<file path="src/rtl/ad7606x_pif_sequencer_pkg.sv">
// Shared types and widths for the AD7606x parallel-interface sequencer.
package ad7606x_pif_sequencer_pkg;

    localparam int CH_W   = 5;
    localparam int DATA_W = 16;
    localparam int CNT_W  = 16;

    typedef enum logic [2:0] {
        IDLE,
        CNVST,
        WAIT_BUSY_HI,
        WAIT_BUSY_LO,
        RD_LOW,
        RD_HIGH
    } state_t;

endpackage

</file>
<file path="src/rtl/ad7606x_pif_sequencer_if.sv">
// ADC pin bundle plus the captured-word stream towards the packer.
interface ad7606x_pif_sequencer_if;

    logic                                          rx_busy;
    logic [ad7606x_pif_sequencer_pkg::DATA_W-1:0]  rx_db_i;
    logic                                          rx_cnvst_n;
    logic                                          rx_cs_n;
    logic                                          rx_rd_n;
    logic                                          rx_wr_n;
    logic                                          rx_db_t;
    logic [ad7606x_pif_sequencer_pkg::DATA_W-1:0]  adc_data;
    logic                                          adc_valid;
    logic [ad7606x_pif_sequencer_pkg::CH_W-1:0]    adc_ch;
    logic                                          first_data;

    modport master (
        input  rx_busy, rx_db_i,
        output rx_cnvst_n, rx_cs_n, rx_rd_n, rx_wr_n, rx_db_t,
        output adc_data, adc_valid, adc_ch, first_data
    );

    modport slave (
        output rx_busy, rx_db_i,
        input  rx_cnvst_n, rx_cs_n, rx_rd_n, rx_wr_n, rx_db_t,
        input  adc_data, adc_valid, adc_ch, first_data
    );

endinterface

</file>
<file path="src/rtl/ad7606x_pif_sequencer_busy_sync.sv">
// Two-flop synchronizer for the asynchronous BUSY pin; 2-cycle latency.
module ad7606x_pif_sequencer_busy_sync (
    input  logic clk,
    input  logic rst,
    input  logic din,
    output logic dout
);

    logic meta;

    always_ff @(posedge clk) begin
        if (rst) begin
            meta <= 1'b0;
            dout <= 1'b0;
        end else begin
            meta <= din;
            dout <= meta;
        end
    end

endmodule

</file>
<file path="src/rtl/ad7606x_pif_sequencer.sv">
// One AD7606x conversion per conv_start: CNVST_N pulse, BUSY handshake, then CS_N/RD_N word reads.
// Captured words appear one cycle after the last RD_N-low cycle; no downstream backpressure.
module ad7606x_pif_sequencer
    import ad7606x_pif_sequencer_pkg::*;
#(
    parameter int NUM_CH      = 8,
    parameter int CNVST_CYC   = 4,
    parameter int RD_LOW_CYC  = 3,
    parameter int RD_HIGH_CYC = 2,
    parameter int BUSY_TO_CYC = 4096
) (
    input  logic                            clk,
    input  logic                            rst,
    input  logic                            conv_start,
    input  logic                            status_en,
    ad7606x_pif_sequencer_if.master         pif,
    output logic                            seq_active,
    output logic                            overrun,
    output logic                            busy_timeout
);

    localparam logic [CNT_W-1:0] CNV_LD = CNT_W'(CNVST_CYC - 1);
    localparam logic [CNT_W-1:0] TO_LD  = CNT_W'(BUSY_TO_CYC - 1);
    localparam logic [CNT_W-1:0] RDL_LD = CNT_W'(RD_LOW_CYC - 1);
    localparam logic [CNT_W-1:0] RDH_LD = CNT_W'(RD_HIGH_CYC - 1);

    state_t            state;
    logic [CNT_W-1:0]  cnt;
    logic [CH_W-1:0]   n;
    logic              st_lat;
    logic              busy_s;
    logic              is_last;

    ad7606x_pif_sequencer_busy_sync u_busy_sync (
        .clk  (clk),
        .rst  (rst),
        .din  (pif.rx_busy),
        .dout (busy_s)
    );

    assign is_last     = (n == (st_lat ? CH_W'(NUM_CH) : CH_W'(NUM_CH - 1)));
    assign pif.rx_wr_n = 1'b1;
    assign pif.rx_db_t = 1'b1;

    always_ff @(posedge clk) begin
        if (rst) begin
            state          <= IDLE;
            cnt            <= '0;
            n              <= '0;
            st_lat         <= 1'b0;
            pif.rx_cnvst_n <= 1'b1;
            pif.rx_cs_n    <= 1'b1;
            pif.rx_rd_n    <= 1'b1;
            pif.adc_data   <= '0;
            pif.adc_valid  <= 1'b0;
            pif.adc_ch     <= '0;
            pif.first_data <= 1'b0;
            seq_active     <= 1'b0;
            overrun        <= 1'b0;
            busy_timeout   <= 1'b0;
        end else begin
            pif.adc_valid  <= 1'b0;
            pif.first_data <= 1'b0;
            busy_timeout   <= 1'b0;
            // The cycle that returns to IDLE still counts as busy for new requests.
            overrun        <= conv_start && (state != IDLE);
            case (state)
                IDLE: begin
                    if (conv_start) begin
                        state          <= CNVST;
                        pif.rx_cnvst_n <= 1'b0;
                        cnt            <= CNV_LD;
                        n              <= '0;
                        st_lat         <= status_en;
                        seq_active     <= 1'b1;
                    end
                end
                CNVST: begin
                    if (cnt == '0) begin
                        pif.rx_cnvst_n <= 1'b1;
                        cnt            <= TO_LD;
                        state          <= WAIT_BUSY_HI;
                    end else begin
                        cnt <= cnt - 1'b1;
                    end
                end
                WAIT_BUSY_HI, WAIT_BUSY_LO: begin
                    // One timeout window covers both BUSY edges.
                    if (cnt == '0) begin
                        busy_timeout <= 1'b1;
                        seq_active   <= 1'b0;
                        state        <= IDLE;
                    end else begin
                        cnt <= cnt - 1'b1;
                        if (state == WAIT_BUSY_HI && busy_s) begin
                            state <= WAIT_BUSY_LO;
                        end else if (state == WAIT_BUSY_LO && !busy_s) begin
                            state       <= RD_LOW;
                            pif.rx_cs_n <= 1'b0;
                            pif.rx_rd_n <= 1'b0;
                            cnt         <= RDL_LD;
                        end
                    end
                end
                RD_LOW: begin
                    if (cnt == '0) begin
                        pif.adc_data   <= pif.rx_db_i;
                        pif.adc_valid  <= 1'b1;
                        pif.adc_ch     <= n;
                        pif.first_data <= (n == '0);
                        pif.rx_rd_n    <= 1'b1;
                        if (is_last) begin
                            pif.rx_cs_n <= 1'b1;
                            seq_active  <= 1'b0;
                            state       <= IDLE;
                        end else begin
                            cnt   <= RDH_LD;
                            state <= RD_HIGH;
                        end
                    end else begin
                        cnt <= cnt - 1'b1;
                    end
                end
                RD_HIGH: begin
                    if (cnt == '0) begin
                        n           <= n + 1'b1;
                        pif.rx_rd_n <= 1'b0;
                        cnt         <= RDL_LD;
                        state       <= RD_LOW;
                    end else begin
                        cnt <= cnt - 1'b1;
                    end
                end
                default: begin
                    state <= IDLE;
                end
            endcase
        end
    end

endmodule

</file>
<file path="src/flat_wrapper.sv">
// flat-port wrapper written by rule: the top's interface ports become plain ports
module ad7606x_pif_sequencer_flat import ad7606x_pif_sequencer_pkg::*;
#(
    parameter int NUM_CH      = 8,
    parameter int CNVST_CYC   = 4,
    parameter int RD_LOW_CYC  = 3,
    parameter int RD_HIGH_CYC = 2,
    parameter int BUSY_TO_CYC = 4096
)
  (clk, rst, conv_start, status_en, seq_active, overrun, busy_timeout, pif_rx_busy, pif_rx_db_i, pif_rx_cnvst_n, pif_rx_cs_n, pif_rx_rd_n, pif_rx_wr_n, pif_rx_db_t, pif_adc_data, pif_adc_valid, pif_adc_ch, pif_first_data);
  ad7606x_pif_sequencer_if pif_i ();
  input  logic clk;
  input  logic rst;
  input  logic conv_start;
  input  logic status_en;
  output logic seq_active;
  output logic overrun;
  output logic busy_timeout;
  input wire logic [$bits(pif_i.rx_busy)-1:0] pif_rx_busy;
  input wire logic [$bits(pif_i.rx_db_i)-1:0] pif_rx_db_i;
  output wire logic [$bits(pif_i.rx_cnvst_n)-1:0] pif_rx_cnvst_n;
  output wire logic [$bits(pif_i.rx_cs_n)-1:0] pif_rx_cs_n;
  output wire logic [$bits(pif_i.rx_rd_n)-1:0] pif_rx_rd_n;
  output wire logic [$bits(pif_i.rx_wr_n)-1:0] pif_rx_wr_n;
  output wire logic [$bits(pif_i.rx_db_t)-1:0] pif_rx_db_t;
  output wire logic [$bits(pif_i.adc_data)-1:0] pif_adc_data;
  output wire logic [$bits(pif_i.adc_valid)-1:0] pif_adc_valid;
  output wire logic [$bits(pif_i.adc_ch)-1:0] pif_adc_ch;
  output wire logic [$bits(pif_i.first_data)-1:0] pif_first_data;
  assign pif_i.rx_busy = pif_rx_busy;
  assign pif_i.rx_db_i = pif_rx_db_i;
  assign pif_rx_cnvst_n = pif_i.rx_cnvst_n;
  assign pif_rx_cs_n = pif_i.rx_cs_n;
  assign pif_rx_rd_n = pif_i.rx_rd_n;
  assign pif_rx_wr_n = pif_i.rx_wr_n;
  assign pif_rx_db_t = pif_i.rx_db_t;
  assign pif_adc_data = pif_i.adc_data;
  assign pif_adc_valid = pif_i.adc_valid;
  assign pif_adc_ch = pif_i.adc_ch;
  assign pif_first_data = pif_i.first_data;
  ad7606x_pif_sequencer #(.NUM_CH(NUM_CH), .CNVST_CYC(CNVST_CYC), .RD_LOW_CYC(RD_LOW_CYC), .RD_HIGH_CYC(RD_HIGH_CYC), .BUSY_TO_CYC(BUSY_TO_CYC)) u_core (.clk(clk), .rst(rst), .conv_start(conv_start), .status_en(status_en), .pif(pif_i), .seq_active(seq_active), .overrun(overrun), .busy_timeout(busy_timeout));
endmodule
</file>
<file path="config.mk">
export PLATFORM = sky130hd
export DESIGN_NAME = ad7606x_pif_sequencer_flat
export DESIGN_NICKNAME = d
export VERILOG_FILES = /design/src/rtl/ad7606x_pif_sequencer_pkg.sv /design/src/rtl/ad7606x_pif_sequencer_if.sv /design/src/rtl/ad7606x_pif_sequencer_busy_sync.sv /design/src/rtl/ad7606x_pif_sequencer.sv /design/src/flat_wrapper.sv
export SDC_FILE = /design/constraint.sdc
export NUM_CORES = 1
export LEC_CHECK = 0
export ABC_AREA = 1
export CAP_MARGIN = 20
export CELL_PAD_IN_SITES_DETAIL_PLACEMENT = 1
export CELL_PAD_IN_SITES_GLOBAL_PLACEMENT = 2
export CORE_UTILIZATION = 31
export DETAILED_ROUTE_END_ITERATION = 7
export PLACE_DENSITY_LB_ADDON = 0.1
export SLEW_MARGIN = 20
export SYNTH_ARGS = -nofsm -noshare
export SYNTH_HDL_FRONTEND = slang
export SYNTH_HIERARCHICAL = 1
export SYNTH_SLANG_ARGS = --single-unit
</file>
<file path="constraint.sdc">
create_clock -name clk -period 4.5 [get_ports clk]
set_input_delay 0.9 -clock clk [delete_from_list [all_inputs] [get_ports clk]]
set_output_delay 0.9 -clock clk [all_outputs]
set_load 0.005 [all_outputs]
</file>
# Word level (Yosys, flattened, before mapping)
# Index checks and enable logic that the tools add are counted.
[classes] add_sub_neg=2 n_eq_ne=17 mux=38 n_bitwise=3 n_reduce_logical=27
[ops] cell="2-to-1 mux 16 bit" n=8
[ops] cell="one-hot mux 16 bit (5 select lines)" n=1
[ops] cell="2-to-1 mux 3 bit" n=8
[ops] cell="logical NOT 16 bit" n=1
[ops] cell="subtractor 16 x 1 -> 16 bit (second input constant)" n=1
[ops] cell="one-hot mux 3 bit (5 select lines)" n=1
[ops] cell="2-to-1 mux 1 bit" n=12
[ops] cell="!= test 2 x 1 -> 1 bit (second input constant)" n=6
[ops] cell="AND reduction 6 bit" n=2
[ops] cell="2-to-1 mux 5 bit" n=2
[ops] cell="one-hot mux 5 bit (2 select lines)" n=1
[ops] cell="AND reduction 5 bit" n=2
[ops] cell="nonzero test 3 bit" n=3
[ops] cell="equality test 3 x 2 -> 1 bit (second input constant)" n=2
[ops] cell="equality test 3 bit (second input constant)" n=2
[ops] cell="!= test 2 bit (second input constant)" n=3
[ops] cell="one-hot mux 1 bit (3 select lines)" n=2
[ops] cell="AND reduction 3 bit" n=2
[ops] cell="nonzero test 2 bit" n=3
[ops] cell="OR reduction 2 bit" n=3
[ops] cell="adder 5 x 1 -> 5 bit (second input constant)" n=1
[ops] cell="equality test 5 bit" n=1
[ops] cell="logical NOT 5 bit" n=1
[ops] cell="nonzero test 5 bit" n=1
[ops] cell="other kinds (12)" n=18
[totals] reg_bits=56 inputBits=21

# Depth between registers and ports, before layout
[depth] word_depth=6 ltp_mapped=11 depth_no_buf=11

# Modules after synthesis
# The synthesis kept the hierarchy.
[modules_own_cells] mod="ad7606x_pif_sequencer" n_inst=1 cells_per_inst=430 area_per_inst_um2=2982.9
[modules_own_cells] mod="ad7606x_pif_sequencer_busy_sync" n_inst=1 cells_per_inst=6 area_per_inst_um2=55.1

# Worst setup path before layout
# Ideal clock, no wire load.
[synth_path] path_type="input to register" start="input conv_start" end="register u_core.cnt[6]" arrival_time_ns=1.547 slack_ns=2.816 cell_stages=8 n_path_buf=1 path_cell_list="inv_1 nand2_1 nand2_1 inv_2 nand3_4 buf_6 nand2_1 a21oi_2"
[synth_via] elab_chain_cells=2
[synth_lines] item="start: declaration" line="flat_wrapper.sv:14" text="input logic conv_start;"
[synth_lines] item="!= test 2 bit (no line)"
[synth_lines] item="AND reduction 4 bit (no line)"
[synth_lines] item="end signal: assignment" line="ad7606x_pif_sequencer.sv:84" text="cnt <= cnt - 1'b1;"
[synth_lines] item="end signal: assignment" line="ad7606x_pif_sequencer.sv:94" text="cnt <= cnt - 1'b1;"
[synth_lines] item="end signal: assignment" line="ad7606x_pif_sequencer.sv:121" text="cnt <= cnt - 1'b1;"
[synth_lines] item="end: declaration" line="ad7606x_pif_sequencer.sv:28" text="logic [CNT_W-1:0] cnt;"
# Every way passes these cells.
# A chain may end at the register's enable or synchronous reset.

==> flow_summary.yaml <==
sta:
  skew_ns: 0.009900
  setup_viol_count_final: 0
  hold_viol: 0
  setup_ws_ns: 2.093
  timing.setup.tns_ns: 0
  period_share_pct: 53.48
  rsz0062_at_grt: "no"
  post-route-min-period_ns: 2.407
  worstMarginPinSlew_ns: 0.8816
  fmax_mhz: 415.5
  maxSlewViolCount: 0
  slew-limit-headroom_pct: 41.16
placement:
  post-dp-hpwl_um: 6083
  io_buffers: 49
  dp_slack_ns: 1.740
  place_congestion: 0.7721
routing:
  drt_wl_total_um: 8222
  antenna_left: 0
  drcViolationCount: 0
  drt-vias-per-instance: 4.611
  initialDrtViolationCount: 73
  vias: 2813
  wl_per_cell_um: 13.48
  first_pass_iters: 4
yosys:
  synthTopCellsByArea: "dfxtp_1 (37%), nand2_1 (13%), a21oi_1 (5.9%), inv_1 (5.9%), nor2_1 (5.6%)"
  yosys.area_share.simple_pct: 33.61
  synth_area_per_cell_um2: 6.968
  synthMuxAreaShare_pct: 0
  yosys.area_share.adder_pct: 1.647
  yosysUniqueCellTypes: 30
  synth_xor_area_share_pct: 3.460
  ys_seq_area_share_pct: 36.90
  synth_area_um2: 3038
  syn_inst: 436
  synth_top_family_by_area: "simple AND/OR/NAND/NOR gates"
  yosys_warnings: 6
  synth_compound_area_share_pct: 14.00
  yosysTopAreaCell: "dfxtp_1"
  netlist.area_leader.share_pct: 36.90
  synth_seq_cells: 56
cells_and_area:
  area_delta_synth_final_pct: 22.12
  drive_above_1_share_pct: 12.89
  num_antenna_cells: 0
  nets: 505
  fillers: 1203
  final_common_cell: "nand2_1"
  ff_latch_area_um2: 1121
  final_cell_mix: "nand2_1 (102), dfxtp_1 (56), clkdlybuf4s50_1 (49), inv_1 (48), nor2_1 (45)"
  multi_input_area_um2: 1609
min_path:
  min_path_type: "reg2reg"
worst_setup_path:
  cp-start-kind: "input port"
  critical_path_required_ns: 4.75
  crit_type: "in2reg"
  crit_fanout: 32
  endpoint_kind: "flop"
  arrival_ns: 2.65
clocking:
  cts_tree: "yes"
  cts_sinks: 56
  cts_made_buffers: 5
  holdBufCountCts: 0
  cts_max_level: 2
  clk_pin_slew_worst_paths_ns: 0.10
  cts_resized: 0
  clk_path_buf_depth: 2
  cts_setup_buffers: 0
  clock_latency_ns: 0.32
  root_buffer: "clkbuf_8"
grt:
  grt_overflow: 0
  antenna_found_initial: 0
  grt_pass1_wl_um: 13830
  track_usage_pct: 17.26
  grt_pass1_vias: 2779
  grt_max_degree: 44
pwr:
  sequentialPowerShare_pct: 27.5
  irDropWorstVdd_mv: 0.3252
  p_comb_share_pct: 61.4
  clkPwrFrac_pct: 11.1
  p_sw_mw: 1.289
  pwr_density_cell_nw_per_um2: 689.6
  sw_frac_of_total_pct: 50.39
  leakage_nw: 1.531
  p_int_mw: 1.269
outcome:
  outcome: "completed"
floorplanning:
  fp.dieH_um: 101.0
  die_area_um2: 10200
  dieWidth_um: 101.0
  io_pins: 52
  rows: 35
  fp.coreArea_um2: 9371
  initial_core_util_pct: 32.42
job:
  cap_violations: 0
==> cell type report <==
class / count / share of cell area (%)
multi-input cells: 307 / 43.37
flip-flops and latches: 56 / 30.22
repair buffers: 51 / 13.63
inverters: 59 / 6.037
well taps: 129 / 4.351
clock buffers: 6 / 1.956
clock inverters: 2 / 0.4384
==> sequential cells by signal, summed over array words and instances, names as in the netlist, 3 cells and up <==
signal,flops
u_core/n,5
u_core/pif.adc_ch,5
u_core/pif.adc_data,16
u_core/cnt,16
u_core/state,3
==> power by group through the flow <==
stage	Combinational (mW)	Sequential [mW]	Clock (mW)
floorplan	1.21	0.696	0
global placement	1.57	0.714	0
detailed placement	1.59	0.716	0
CTS	1.60	0.706	0.303
global route	1.78	0.722	0.318
finish	1.57	0.703	0.284
==> cells in the mapped netlist <==
cell and number:
nand2_1 102, dfxtp_1 56, inv_1 48, nor2_1 45
a21oi_1 36, nand3_1 26, o21ai_0 26, nand3_2 12
a21oi_2 10, inv_2 10, nor2_2 9, clkbuf_1 7
xor2_1 7, nand2_2 5, xnor2_1 5, buf_2 4
ha_1 4, nand3b_1 3, nand4_1 3, nor2_4 3
o211ai_1 3, buf_4 2, nand3_4 2, nor3_1 2
buf_6 1, buf_8 1, conb_1 1, inv_4 1
nand2_4 1, o21ai_1 1
==> kinds of logic after synthesis <==
| kind of cell | Yosys count |
|---|---|
| AOI/OAI and AO/OA | 76 |
| xor gates and xnor gates | 12 |
| adders and majority gates | 4 |
| buffers and inverters | 74 |
| DFF | 56 |
| other | 1 |
| and+or+nand+nor | 213 |
==> worst max-delay path, stage by stage <==
cell and delay [ns]:
clkdlybuf4s50_1 0.42, buf_4 0.25, inv_1 0.68, o21ai_0 0.23
a21oi_1 0.16
==> stage by stage <==
stage	util (%)	cells	power [mW]	hold WS (ns)	instance area (um^2)
detailed placement	38.64	602	2.307	0.4067	3621
finish	39.59	610	2.558	0.4207	3710
global placement	38.64	602	2.287	0.3998	3621
CTS	39.59	610	2.611	0.4284	3710
global route	39.59	610	2.821	0.4651	3710
floorplan	-	437	1.909	0.3883	3042
==> final timing paths <==
path,start,to,slack [ns],cells after the start
max,rst,u_core/pif.adc_data[3]$_SDFFE_PP0P_,2.09,5
min,u_core/u_busy_sync/meta$_SDFF_PP0_,u_core/u_busy_sync/dout$_SDFF_PP0_,0.42,2
max reg2reg,u_core/cnt[0]$_SDFFE_PP0P_,u_core/cnt[13]$_SDFFE_PP0P_,2.54,10
min reg2reg,u_core/u_busy_sync/meta$_SDFF_PP0_,u_core/u_busy_sync/dout$_SDFF_PP0_,0.42,2
==> metal layers <==
layer / GRT usage (%) / vias up / wire, um
met2: 31.35 / 52 / 3912
li1: - / 1458 / -
met1: 21.31 / 1298 / 3955
met5: 0 / - / 0
met3: 2.635 / 5 / 284
met4: 4.013 / 0 / 68
(Power assumes the default switching activity.)
